--- src/rtl/vga_pkg.sv ---
// Shared VGA timing constants, receive-side state encoding and a saturating
// counter helper for the sync-to-count recovery block.
package vga_pkg;

  localparam int DEFAULT_TOTAL_COLS  = 800;
  localparam int DEFAULT_TOTAL_ROWS  = 525;
  localparam int DEFAULT_ACTIVE_COLS = 640;
  localparam int DEFAULT_ACTIVE_ROWS = 480;

  localparam int CNT_W = 10;
  localparam logic [CNT_W-1:0] CNT_SAT = 10'd1023;

  typedef enum logic [1:0] {
    SEARCH = 2'd0,
    VERIFY = 2'd1,
    LOCKED = 2'd2
  } sync_state_e;

  // Increment that sticks at the all-ones value instead of wrapping.
  function automatic logic [CNT_W-1:0] sat_inc(input logic [CNT_W-1:0] value);
    logic [CNT_W-1:0] result;
    if (value == CNT_SAT) begin
      result = CNT_SAT;
    end else begin
      result = value + 10'd1;
    end
    return result;
  endfunction

endpackage

--- src/rtl/vga_edge_detect.sv ---
// Registered sync input stage: one-cycle delayed copies of HSync/VSync and
// rising-edge strobes formed from the live input against the delayed copy.
module vga_edge_detect (
  input  logic i_Clk,
  input  logic i_Rst_n,
  input  logic i_HSync,
  input  logic i_VSync,
  output logic o_HSync,
  output logic o_VSync,
  output logic o_H_Rise,
  output logic o_V_Rise
);

  logic hsync_r;
  logic vsync_r;

  // Capture the raw syncs; the registered copy doubles as the previous sample.
  always_ff @(posedge i_Clk or negedge i_Rst_n) begin
    if (!i_Rst_n) begin
      hsync_r <= 1'b0;
      vsync_r <= 1'b0;
    end else begin
      hsync_r <= i_HSync;
      vsync_r <= i_VSync;
    end
  end

  assign o_HSync  = hsync_r;
  assign o_VSync  = vsync_r;
  assign o_H_Rise = i_HSync & ~hsync_r;
  assign o_V_Rise = i_VSync & ~vsync_r;

endmodule

--- src/rtl/vga_sync_to_count.sv ---
// Recovers column/row counts from active-high HSync/VSync, verifies line and
// frame timing against the configured totals, declares lock after a run of
// clean frames, pulses an error on violations and measures line length.
module vga_sync_to_count
  import vga_pkg::*;
#(
  parameter int TOTAL_COLS  = DEFAULT_TOTAL_COLS,
  parameter int TOTAL_ROWS  = DEFAULT_TOTAL_ROWS,
  parameter int ACTIVE_COLS = DEFAULT_ACTIVE_COLS,
  parameter int ACTIVE_ROWS = DEFAULT_ACTIVE_ROWS,
  parameter int LOCK_FRAMES = 2
) (
  input  logic             i_Clk,
  input  logic             i_Rst_n,
  input  logic             i_HSync,
  input  logic             i_VSync,
  output logic             o_HSync,
  output logic             o_VSync,
  output logic [CNT_W-1:0] o_Col_Count,
  output logic [CNT_W-1:0] o_Row_Count,
  output logic             o_Frame_Start,
  output logic             o_Locked,
  output logic             o_Err,
  output logic [CNT_W-1:0] o_Line_Len
);

  // Active sizes are carried for downstream stages; only sanity-checked here.
  if ((ACTIVE_COLS > TOTAL_COLS) || (ACTIVE_ROWS > TOTAL_ROWS) ||
      (TOTAL_COLS < 2) || (TOTAL_COLS > 1024) ||
      (TOTAL_ROWS < 2) || (TOTAL_ROWS > 1024) ||
      (LOCK_FRAMES < 1) || (LOCK_FRAMES > 15)) begin : g_bad_params
    $error("vga_sync_to_count: inconsistent timing parameters");
  end

  localparam logic [CNT_W-1:0] COL_LAST    = CNT_W'(TOTAL_COLS - 1);
  localparam logic [CNT_W-1:0] ROW_LAST    = CNT_W'(TOTAL_ROWS - 1);
  localparam logic [3:0]       LOCK_TARGET = 4'(LOCK_FRAMES);

  logic             h_rise_s;
  logic             v_rise_s;
  logic [CNT_W-1:0] col_r, col_s;
  logic [CNT_W-1:0] row_r, row_s;
  logic [CNT_W-1:0] row_inc_s;
  logic             at_line_end_s;
  logic             at_last_row_s;
  logic             timing_err_s;
  sync_state_e      state_r, state_s;
  logic [3:0]       good_r, good_s;
  logic             locked_r, locked_s;
  logic             err_r;
  logic             frame_start_r;
  logic [CNT_W-1:0] len_r, len_s;
  logic [CNT_W-1:0] line_len_r, line_len_s;

  vga_edge_detect u_edge (
    .i_Clk    (i_Clk),
    .i_Rst_n  (i_Rst_n),
    .i_HSync  (i_HSync),
    .i_VSync  (i_VSync),
    .o_HSync  (o_HSync),
    .o_VSync  (o_VSync),
    .o_H_Rise (h_rise_s),
    .o_V_Rise (v_rise_s)
  );

  assign at_line_end_s = (col_r == COL_LAST);
  assign at_last_row_s = (row_r == ROW_LAST);
  assign row_inc_s     = at_last_row_s ? 10'd0 : (row_r + 10'd1);

  // Next counts: VSync rise homes to (0,0), HSync rise starts a new line, else free-run.
  always_comb begin
    col_s = col_r;
    row_s = row_r;
    if (v_rise_s) begin
      col_s = 10'd0;
      row_s = 10'd0;
    end else if (h_rise_s) begin
      col_s = 10'd0;
      row_s = row_inc_s;
    end else if (at_line_end_s) begin
      col_s = 10'd0;
      row_s = row_inc_s;
    end else begin
      col_s = col_r + 10'd1;
      row_s = row_r;
    end
  end

  // Timing violations judged on pre-update counts, only once a frame start was seen.
  always_comb begin
    timing_err_s = 1'b0;
    if (state_r != SEARCH) begin
      timing_err_s = (v_rise_s & ~(at_last_row_s & at_line_end_s))   // frame length
                   | (h_rise_s & ~v_rise_s & ~at_line_end_s)         // line length
                   | (h_rise_s & ~v_rise_s & at_last_row_s)          // VSync missing
                   | (at_line_end_s & ~h_rise_s & ~v_rise_s);        // HSync missing
    end else begin
      timing_err_s = 1'b0;
    end
  end

  // Lock FSM next state: any error drops to SEARCH, clean frame starts build toward lock.
  always_comb begin
    state_s  = state_r;
    good_s   = good_r;
    locked_s = locked_r;
    case (state_r)
      SEARCH: begin
        if (v_rise_s) begin
          state_s = VERIFY;
          good_s  = 4'd0;
        end else begin
          state_s = SEARCH;
        end
      end
      VERIFY: begin
        if (timing_err_s) begin
          state_s  = SEARCH;
          good_s   = 4'd0;
          locked_s = 1'b0;
        end else if (v_rise_s) begin
          good_s = good_r + 4'd1;
          if ((good_r + 4'd1) == LOCK_TARGET) begin
            state_s  = LOCKED;
            locked_s = 1'b1;
          end else begin
            state_s = VERIFY;
          end
        end else begin
          state_s = VERIFY;
        end
      end
      LOCKED: begin
        if (timing_err_s) begin
          state_s  = SEARCH;
          good_s   = 4'd0;
          locked_s = 1'b0;
        end else begin
          state_s = LOCKED;
        end
      end
      default: begin
        state_s  = SEARCH;
        good_s   = 4'd0;
        locked_s = 1'b0;
      end
    endcase
  end

  // Line length: running count since the last HSync rise, latched on each rise.
  always_comb begin
    len_s      = sat_inc(len_r);
    line_len_s = line_len_r;
    if (h_rise_s) begin
      len_s      = 10'd0;
      line_len_s = sat_inc(len_r);
    end else begin
      line_len_s = line_len_r;
    end
  end

  // Lock FSM state register.
  always_ff @(posedge i_Clk or negedge i_Rst_n) begin
    if (!i_Rst_n) begin
      state_r  <= SEARCH;
      good_r   <= 4'd0;
      locked_r <= 1'b0;
    end else begin
      state_r  <= state_s;
      good_r   <= good_s;
      locked_r <= locked_s;
    end
  end

  // Counter, pulse and line-length registers.
  always_ff @(posedge i_Clk or negedge i_Rst_n) begin
    if (!i_Rst_n) begin
      col_r         <= 10'd0;
      row_r         <= 10'd0;
      frame_start_r <= 1'b0;
      err_r         <= 1'b0;
      len_r         <= 10'd0;
      line_len_r    <= 10'd0;
    end else begin
      col_r         <= col_s;
      row_r         <= row_s;
      frame_start_r <= v_rise_s;
      err_r         <= timing_err_s;
      len_r         <= len_s;
      line_len_r    <= line_len_s;
    end
  end

  assign o_Col_Count   = col_r;
  assign o_Row_Count   = row_r;
  assign o_Frame_Start = frame_start_r;
  assign o_Locked      = locked_r;
  assign o_Err         = err_r;
  assign o_Line_Len    = line_len_r;

endmodule

--- config.mk ---
export PLATFORM = sky130hd
export DESIGN_NAME = vga_sync_to_count
export DESIGN_NICKNAME = d
export VERILOG_FILES = /design/src/rtl/vga_pkg.sv /design/src/rtl/vga_edge_detect.sv /design/src/rtl/vga_sync_to_count.sv
export SDC_FILE = /design/constraint.sdc
export NUM_CORES = 1
export LEC_CHECK = 0
export CORE_ASPECT_RATIO = 1.1
export CORE_UTILIZATION = 40
export DETAILED_ROUTE_END_ITERATION = 7
export SETUP_SLACK_MARGIN = 0.5
export SLEW_MARGIN = 20
export SYNTH_ARGS = -nofsm -noshare
export SYNTH_HDL_FRONTEND = slang
export SYNTH_SLANG_ARGS = --single-unit
--- constraint.sdc ---
create_clock -name i_Clk -period 2.1 [get_ports i_Clk]
set_input_delay 0.42 -clock i_Clk [delete_from_list [all_inputs] [get_ports i_Clk]]
set_output_delay 0.42 -clock i_Clk [all_outputs]
set_load 0.005 [all_outputs]
==> results of run 1 <==
[routing by layer]
layer,GRT usage,up-vias
met5,0,-
li1,-,1123
met1,0.267,1095
met3,0.0387,10
met4,0.0823,0
met2,0.307,39
[placed cells by master (no fill, tap or decap), types with 6 or more instances in the layout]
master	Yosys	layout
and3_1	8	6
nand2_2	2	6
xor2_1	8	8
buf_4	0	49
nor2_1	39	26
dfrtp_1	51	47
nand2_1	35	30
nor2_4	0	10
buf_6	0	24
o21ai_1	3	9
o21ai_0	27	19
nand3_1	14	11
dlygate4sd2_1	0	18
dlymetal6s2s_1	0	8
[cells by family (layout without fill, tap and decap cells)]
group,after synthesis,count (layout)
compound gates,48,48
xor+xnor,12,12
fa+ha+maj,7,7
buf+inv,13,124
flops,51,51
mux,3,3
simple gates,129,129
[where the power goes]
part	total (uW)	internal (uW)	switching (uW)
Clock	562	233	328
Combinational	638	339	298
Sequential	1220	1100	118
[sequential cells by signal (all words and copies together) (netlist names)]
name            cells
o_Line_Len         10
u_edge.o_HSync      1
state_r             2
o_Frame_Start       1
good_r              4
o_Locked            1
o_Col_Count        10
o_Row_Count        10
len_r              10
o_Err               1
u_edge.o_VSync      1
[metrics by stage]
step	total power, uW	util	hold slack [ns]
3_3_place_gp	1760	0.537	0.376
3_5_place_dp	1760	0.537	0.381
4_1_cts	2360	0.606	0.0321
5_1_grt	2560	0.655	0.0489
2_1_floorplan	1450	-	0.124
6_report	2410	0.655	0.0228
[worst register-to-register path, cell delays in order (launching register included)]
cell and delay, ns:
dfrtp_1 0.40, inv_2 0.08, ha_4 0.12, nor4bb_4 0.27, nand4_4 0.18, nor3_4 0.22, nor2_4 0.08, nor3b_4 0.28
nand2_2 0.14, o31ai_2 0.22
[timing repair]
action	4_1_cts	5_1_grt
resized for setup	86	53
hold buffers	0	0
endpoints found under the setup margin	66	58
buffers inserted	23	24
pin swaps	19	24
[layout make-up]
type | instances | area share
sequential | 51 | 0.331
tap | 77 | 0.0249
clock buffer | 6 | 0.0187
clock inverter | 2 | 0.00323
timing repair buffer | 109 | 0.253
inverter | 7 | 0.00679
multi-input combinational | 199 | 0.362
[final timing paths]
kind / end / cells after the start / slack, ns / startpoint
worst max-delay path: good_r[3]$_DFFE_PN0P_ / 9 / 0.03 / o_Row_Count[1]$_DFFE_PN0P_
worst min register to register: o_Line_Len[9]$_DFFE_PN0N_ / 2 / 0.48 / o_Line_Len[9]$_DFFE_PN0N_
worst min-delay path: o_Line_Len[6]$_DFFE_PN0N_ / 1 / 0.02 / i_Rst_n
worst max register to register: good_r[3]$_DFFE_PN0P_ / 9 / 0.03 / o_Row_Count[1]$_DFFE_PN0P_
max in group asynchronous: o_Col_Count[7]$_DFF_PN0_ / 2 / 1.48 / i_Rst_n
min in group i_Clk: o_Line_Len[9]$_DFFE_PN0N_ / 2 / 0.48 / o_Line_Len[9]$_DFFE_PN0N_
==> impl_metrics.csv, run 1 <==
group,metric,value,unit
clocking,cts_tree,"done",
grt,grt_overflow_total,0,
logic_synthesis,syn_area,2500,um2
die,io_pins,39,
drt,wl_per_cell,13.9,um
die,die_w,77.4,um
logic_synthesis,yosys.area.top_type,"dfrtp_1",
hold_path,hp-class,"in -> async",
sta,relSlewSlack,0.726,
sta,worst_clock_skew,0.00814,ns
pwr,vdd_drop_max,0.000408,V
clocking,cts_buffers,5,
setup_path,crit_type,"reg -> reg",
logic_synthesis,synth_area_leaders,"dfrtp_1 (51%), nor2_1 (5.9%), o21ai_0 (5.4%), nand2_1 (5.3%), ha_1 (3.0%)",
sta,worst_pin_slew,0.412,ns
logic_synthesis,muxShareOfSynthArea,0.0120,
setup_path,cp-end-kind,"flip-flop",
sta,setup_slack,0.0251,ns
sta,setup_viol,0,
drt,viasPerCell,5.03,
logic_synthesis,synthXorXnorAreaFrac,0.0420,
logic_synthesis,synthCells,263,
sta,fin_crit_sh,0.988,
drt,routed.top_layer,"met4",
grt,grt_start_max_net_pins,20,
clocking,cts_sinks,51,
final_layout,n_antenna_cell,0,
clocking,cts_buffer_depth,2,
drt,drt_iter0_markers,96,
drt,dr_wl_met3,199,um
drt,via_count,2267,
logic_synthesis,synth_top_area_share,0.510,
logic_synthesis,synth_top_flop_cell,"dfrtp_1",
sta,slew_viol_final,0,
logic_synthesis,syn_avg_cell_area,9.51,um2
die,die_y,84.9,um
drt,antenna_left,0,
die,core,5910,um2
placed_design,dp.cells,396,
placed_design,portBuffers,38,
logic_synthesis,synth_commonest_cells,"dfrtp_1 (51), nor2_1 (39), nand2_1 (35)",
logic_synthesis,synth-adder-area-share,0.0340,
placed_design,hpwl,3870,um
setup_path,cp.arrival,2.30,ns
setup_path,path_buf_inv,1,
logic_synthesis,synth_seq_cells,51,
logic_synthesis,synthSimpleGateAreaFrac,0.268,
logic_synthesis,ys_warn_count,0,
final_layout,drive_gt1_frac,0.393,
setup_path,crit_fanout,4,
sta,post-route-min-period,2.07,ns
placed_design,dp_slack,-0.218,ns
clocking,clk_pin_slew,0.09,ns
setup_path,start_kind,"flip-flop",
logic_synthesis,synth_nets,273,
placed_design,gp_congestion,0.763,
final_layout,fin_area,3870,um2
setup_path,cp_slowest_stage_delay,0.40,ns
logic_synthesis,synth-compound-area-share,0.114,
clocking,clk_latency,0.31,ns
pwr,power.density,623,nW/um2
grt,groute.usage.overall,0.197,
sta,rsz0062_at_grt,"true",
logic_synthesis,synth_top_family_by_area,"simple AND/OR/NAND/NOR gates",
setup_path,crit_family,"simple AND/OR/NAND/NOR gates",
logic_synthesis,yosysSeqAreaShare,0.510,
die,initial_core_util,0.423,
drt,route.met2.wl,3050,um
pwr,power.leakage,0.00194,uW
sta,hold_viol,0,
setup_path,worstPathCellList,"inv_2 > ha_4 > nor4bb_4 > nand4_4 > nor3_4 > nor2_4 > nor3b_4 > nand2_2 > o31ai_2",
final_layout,final_cells,451,
final_layout,synthToLayoutAreaGrowth,54.8,%
final_layout,multi_input_area,1400,um2
logic_synthesis,ys_types,40,
final_layout,num-fill-cells,480,
sta,timing.fmax,0.482,GHz
drt,drc_errors,0,
logic_synthesis,synth_edf_count,0,
clocking,cts_root_buffer,"clkbuf_8",
drt,wl_met1,2920,um
status,status,"completed",
drt,drt-total-wl,6270,um
die,rows,29,
logic_synthesis,async_reset_ff_frac,1.00,
sta,fin_setup_tns,0,ns
placed_design,place_area,3180,um2
grt,grt_pass1_vias,2122,
drt,firstDrtPassIters,4,
final_layout,finalNetCount,383,
clocking,cts-htree-levels,2,
final_layout,seq_area,1280,um2
grt,grt_pass1_wl,10100,um
logic_synthesis,synth_most_common_cell,"dfrtp_1",
run,drv_cap,0,
grt,antenna_found_initial,0,
setup_path,crit_slowest_cell,"dfrtp_1",
die,die-area,6570,um2
setup_path,critPathRequiredTime,2.32,ns
(Power assumes the default switching activity.)
==> run 2: changes to the inputs <==
PLACE_DENSITY_LB_ADDON = 0.12   (was unset)
==> run 2 against run 1 <==
Against the previous run: combinational power grew 18%; sequential power is essentially flat; worst hold slack gained 0.035 ns; worst setup slack gained 0.080 ns; routed wire length grew 2.2%; core utilization grew 3.0 points; largest cell class unchanged; critical endpoint unchanged.
==> impl_metrics.csv, run 2 (same netlist as run 1, synthesis figures left out) <==
group,metric,value,unit
setup_path,path_buf_inv,1,
grt,grt_pass1_wl,9870,um
final_layout,synthToLayoutAreaGrowth,61.9,%
clocking,cts_sinks,51,
placed_design,dp.cells,397,
die,rows,29,
grt,antenna_found_initial,0,
setup_path,rr_startpoint,"o_Row_Count[0]$_DFFE_PN0P_",
clocking,postCtsHoldBufs,0,
final_layout,finalNetCount,384,
sta,whs,0.0575,ns
drt,routed.top_layer,"met4",
clocking,cts_root_buffer,"clkbuf_8",
placed_design,hpwl,3800,um
final_layout,final_cells,452,
final_layout,final_cell_mix,"buf_4 (49), dfrtp_1 (47), nand2_1 (31), nor2_1 (26), buf_6 (24)",
clocking,clk_pin_slew,0.10,ns
die,die_y,84.9,um
sta,worst_pin_slew,0.478,ns
final_layout,n_antenna_cell,0,
setup_path,r2r_cells,9,
setup_path,r2r_slack,0.11,ns
grt,groute.usage.overall,0.187,
grt,grt_start_max_net_pins,22,
setup_path,crit_family,"simple AND/OR/NAND/NOR gates",
setup_path,start_kind,"flip-flop",
setup_path,worstPathCellList,"inv_2 > ha_4 > nor4bb_4 > and4_4 > o32ai_4 > nor2_4 > nor3b_4 > nand2_2 > o31ai_2",
run,drv_cap,0,
setup_path,crit_fanout,4,
status,status,"completed",
setup_path,cp_slowest_stage_delay,0.39,ns
die,die-area,6570,um2
die,core,5910,um2
pwr,power.density,684,nW/um2
final_layout,finish.utilization,0.685,
die,die_w,77.4,um
drt,wl_per_cell,14.2,um
hold_path,hp-class,"in -> async",
drt,drc_errors,0,
drt,via_count,2283,
sta,relSlewSlack,0.682,
drt,viasPerCell,5.05,
drt,firstDrtPassIters,4,
setup_path,cp.arrival,2.21,ns
grt,grt_overflow_total,0,
placed_design,gp_congestion,0.803,
final_layout,final_common_cell,"buf_4",
setup_path,crit_slowest_cell,"dfrtp_1",
setup_path,cp-end-kind,"flip-flop",
setup_path,critPathRequiredTime,2.32,ns
drt,antenna_left,0,
grt,grt_pass1_vias,2076,
clocking,cts_tree,"done",
drt,route.met2.wl,3260,um
die,io_pins,39,
clocking,cts_buffers,5,
sta,worst_clock_skew,0.00401,ns
placed_design,portBuffers,38,
sta,rsz0062_at_grt,"true",
sta,setup_viol,0,
drt,drt_iter0_markers,103,
clocking,cts-htree-levels,2,
setup_path,crit_type,"reg -> reg",
clocking,cts_buffer_depth,2,
sta,post-route-min-period,1.99,ns
sta,timing.fmax,0.501,GHz
drt,drt-total-wl,6420,um
die,initial_core_util,0.423,
drt,dr_wl_met3,211,um
sta,fin_crit_sh,0.950,
pwr,power.leakage,0.00202,uW
setup_path,regToRegEndpoint,"good_r[3]$_DFFE_PN0P_",
sta,slew_viol_final,0,
drt,wl_met1,2840,um
clocking,clk_latency,0.30,ns
pwr,vdd_drop_max,0.000447,V
sta,hold_viol,0,
final_layout,drive_gt1_frac,0.424,
[run 2: per-layer routing]
metal / vias up / GRT usage
met5: - / 0
met4: 0 / 0.0515
met3: 10 / 0.0312
met2: 41 / 0.315
met1: 1102 / 0.249
li1: 1130 / -
[run 2: through the flow]
step                      setup slack [ns]  setup TNS (ns)  total power [uW]  instance area (um2)
after floorplan                      0.187               0              1450                 2540
after global placement              -0.165          -0.612              1760                 3180
after detailed placement            -0.225          -0.906              1760                 3180
final                                0.106               0              2770                 4050
after global routing             -0.000786       -0.000786              2920                 4050
after CTS                           0.0946               0              2640                 3660
[run 2: where the power goes]
part           switching, uW  internal [uW]  leakage, uW
registers                106           1100     0.000679
logic                    340            413      0.00127
clock network            338            475    0.0000644
[run 2: layout make-up]
cell class	count	area [um2]
Timing Repair Buffer	110	1020
Fill cell	473	1860
Clock buffer	5	68.8
Sequential cell	51	1280
Clock inverter	3	67.6
Multi-Input combinational cell	199	1490
Inverter	7	26.3
Tap cell	77	96.3
[run 2: repair_timing]
action                     4_1_cts  5_1_grt
setup endpoints to repair       63       60
resized for setup               73       86
setup buffers                   29       18
pin swaps                       14       29
[run 2: worst max-delay path by stage]
stage	start	to	cells past startpoint
after floorplan	o_Col_Count[0]$_DFF_PN0_	good_r[3]$_DFFE_PN0P_	8
after global placement	i_HSync	good_r[3]$_DFFE_PN0P_	8
after detailed placement	i_HSync	good_r[3]$_DFFE_PN0P_	8
after CTS	o_Row_Count[1]$_DFFE_PN0P_	good_r[3]$_DFFE_PN0P_	9
after global routing	o_Row_Count[0]$_DFFE_PN0P_	good_r[3]$_DFFE_PN0P_	9
final	o_Row_Count[0]$_DFFE_PN0P_	good_r[3]$_DFFE_PN0P_	9
==> run 3: changes to the inputs <==
CORE_UTILIZATION = 48   (was 40)
==> run 3 against run 2 <==
Against the previous run: the flow now finishes with violations (negative setup slack); sequential power about the same; via count increased by 3.5%; count of clock-buffer cells in the layout unchanged; register-to-register slack got worse by 0.11 ns; final cell count decreased by 5.8%; clock power increased by 0.9%; power increased by 2.3%; critical path type unchanged; critical endpoint unchanged; largest cell class unchanged; highest routed layer unchanged.
==> impl_metrics.csv, run 3 (same netlist as run 1, synthesis figures left out) <==
group,metric,value,unit
grt,grt_pass1_wl,11200,um
final_layout,drive_gt1_frac,0.416,
pwr,intPower,2000,uW
clocking,clk_pin_slew,0.10,ns
sta,setup_viol,1,
drt,viasPerCell,5.55,
die,initial_core_util,0.500,
drt,drt-total-wl,7480,um
clocking,postCtsHoldBufs,0,
drt,wl_per_cell,17.6,um
sta,hold_viol,0,
setup_path,rr_startpoint,"o_Row_Count[1]$_DFFE_PN0P_",
setup_path,cp-end-kind,"flip-flop",
setup_path,setup.worst_path.start,"o_Row_Count[1]$_DFFE_PN0P_",
grt,use_met3,0.0455,
final_layout,synthToLayoutAreaGrowth,59.1,%
final_layout,final_common_cell,"dfrtp_1",
sta,fin_crit_sh,1.00,
drt,drt_iter0_markers,187,
die,die-area,5500,um2
pwr,swShare,0.295,
setup_path,cp_slowest_stage_delay,0.42,ns
sta,rsz0062_at_grt,"true",
drt,antenna_left,0,
grt,groute.usage.overall,0.260,
sta,worst_pin_slew,0.470,ns
final_layout,finalNetCount,377,
pwr,vdd_drop_max,0.000494,V
pwr,p_clk_frac,0.290,
final_layout,final_cell_mix,"dfrtp_1 (48), buf_4 (41), nand2_1 (34), nor2_1 (26), buf_6 (23)",
setup_path,crit_fanout,3,
final_layout,num-fill-cells,305,
placed_design,hpwl,4020,um
placed_design,gp_congestion,0.830,
run,drv_cap,0,
status,violations,"negative setup slack",
clocking,cts-htree-levels,2,
grt,grt_start_max_net_pins,33,
pwr,p_comb_frac,0.283,
sta,relSlewSlack,0.687,
status,status,"complete, but fails checks",
sta,whs,0.0476,ns
setup_path,start_kind,"flip-flop",
grt,busiest_layer,"met2",
grt,antenna_found_initial,0,
final_layout,finish.utilization,0.796,
clocking,cts_buffer_depth,2,
clocking,cts_sinks,51,
setup_path,crit_type,"reg -> reg",
clocking,cts_buffers,5,
final_layout,n_antenna_cell,0,
setup_path,crit_slowest_cell,"dfrtp_1",
placed_design,portBuffers,38,
final_layout,seq_area,1280,um2
pwr,seq_power_share,0.428,
grt,grt_pass1_vias,2273,
sta,worst_clock_skew,0.00702,ns
grt,grt_overflow_total,0,
pwr,power.leakage,0.00194,uW
sta,fin_setup_tns,-0.00683,ns
die,core,5000,um2
sta,setup_slack,-0.00683,ns
drt,via_count,2363,
die,die_w,70.8,um
setup_path,crit_family,"simple AND/OR/NAND/NOR gates",
final_layout,multi_input_area,1510,um2
clocking,cts_root_buffer,"clkbuf_8",
sta,post-route-min-period,2.11,ns
die,io_pins,39,
hold_path,hp-class,"in -> async",
grt,met1_usage,0.321,
pwr,power.density,712,nW/um2
drt,firstDrtPassIters,6,
clocking,clk_latency,0.31,ns
sta,timing.fmax,0.475,GHz
grt,use_met2,0.462,
clocking,cts_tree,"done",
pwr,p_sw,837,uW
setup_path,path_buf_inv,1,
sta,slew_viol_final,0,
setup_path,worstPathCellList,"inv_2 > ha_4 > nor4bb_4 > nand4_4 > and3_1 > o21ai_2 > nand2_1 > a22oi_1 > o31ai_2",
die,die_y,77.7,um
setup_path,critPathRequiredTime,2.28,ns
die,rows,27,
drt,drc_errors,0,
setup_path,cp.arrival,2.29,ns
[run 3: worst reg2reg max path, stage by stage (launching register included)]
cell and delay [ns]:
dfrtp_1 0.42, inv_2 0.10, ha_4 0.13, nor4bb_4 0.28, nand4_4 0.17, and3_1 0.23, o21ai_2 0.17, nand2_1 0.13
a22oi_1 0.25, o31ai_2 0.12
[run 3: metal layers]
layer / routed length [um] / up-vias / share of wire
li1: - / 1109 / -
met1: 3090 / 1175 / 0.41
met2: 3980 / 65 / 0.53
met3: 256 / 14 / 0.034
met4: 161 / 0 / 0.022
met5: 0 / - / 0
[run 3: through the flow]
step                      power [uW]  area [um2]  instances  worst slack, ns
after detailed placement        1770        3160        376           -0.275
after global placement          1740        3160        376           -0.159
after CTS                       2670        3680        413           0.0628
after floorplan                 1450        2540        263            0.187
after global routing            2950        3980        426          -0.0893
final                           2830        3980        426         -0.00683
[run 3: worst paths after layout]
path | endpoint | slack, ns | cells after the start
max | good_r[3]$_DFFE_PN0P_ | -0.007 | 9
min | o_Line_Len[6]$_DFFE_PN0N_ | 0.05 | 1
max reg2reg | good_r[3]$_DFFE_PN0P_ | -0.007 | 9
min reg2reg | o_Line_Len[9]$_DFFE_PN0N_ | 0.48 | 2
max in group asynchronous | o_Row_Count[3]$_DFFE_PN0P_ | 1.49 | 2
min in group i_Clk | o_Line_Len[9]$_DFFE_PN0N_ | 0.48 | 2
[run 3: what timing repair did]
| action | CTS | global route |
|---|---|---|
| setup buffers | 29 | 13 |
| resized for setup | 82 | 79 |
| setup endpoints to repair | 63 | 47 |
| pin swaps | 20 | 34 |
[run 3: final cells by class]
class,instances,share of cell area
Tap cell,58,0.0182
Multi-Input combinational cell,199,0.380
Clock buffer,5,0.0173
Timing Repair Buffer,103,0.239
Inverter,7,0.00660
Clock inverter,3,0.0170
Sequential cell,51,0.322
[run 3: power groups by stage]
| stage | clock, uW | sequential, uW | combinational [uW] |
|---|---|---|---|
| floorplan | 0 | 1220 | 227 |
| global placement | 0 | 1210 | 532 |
| detailed placement | 0 | 1220 | 551 |
| CTS | 822 | 1200 | 647 |
| global route | 854 | 1230 | 870 |
| finish | 820 | 1210 | 801 |
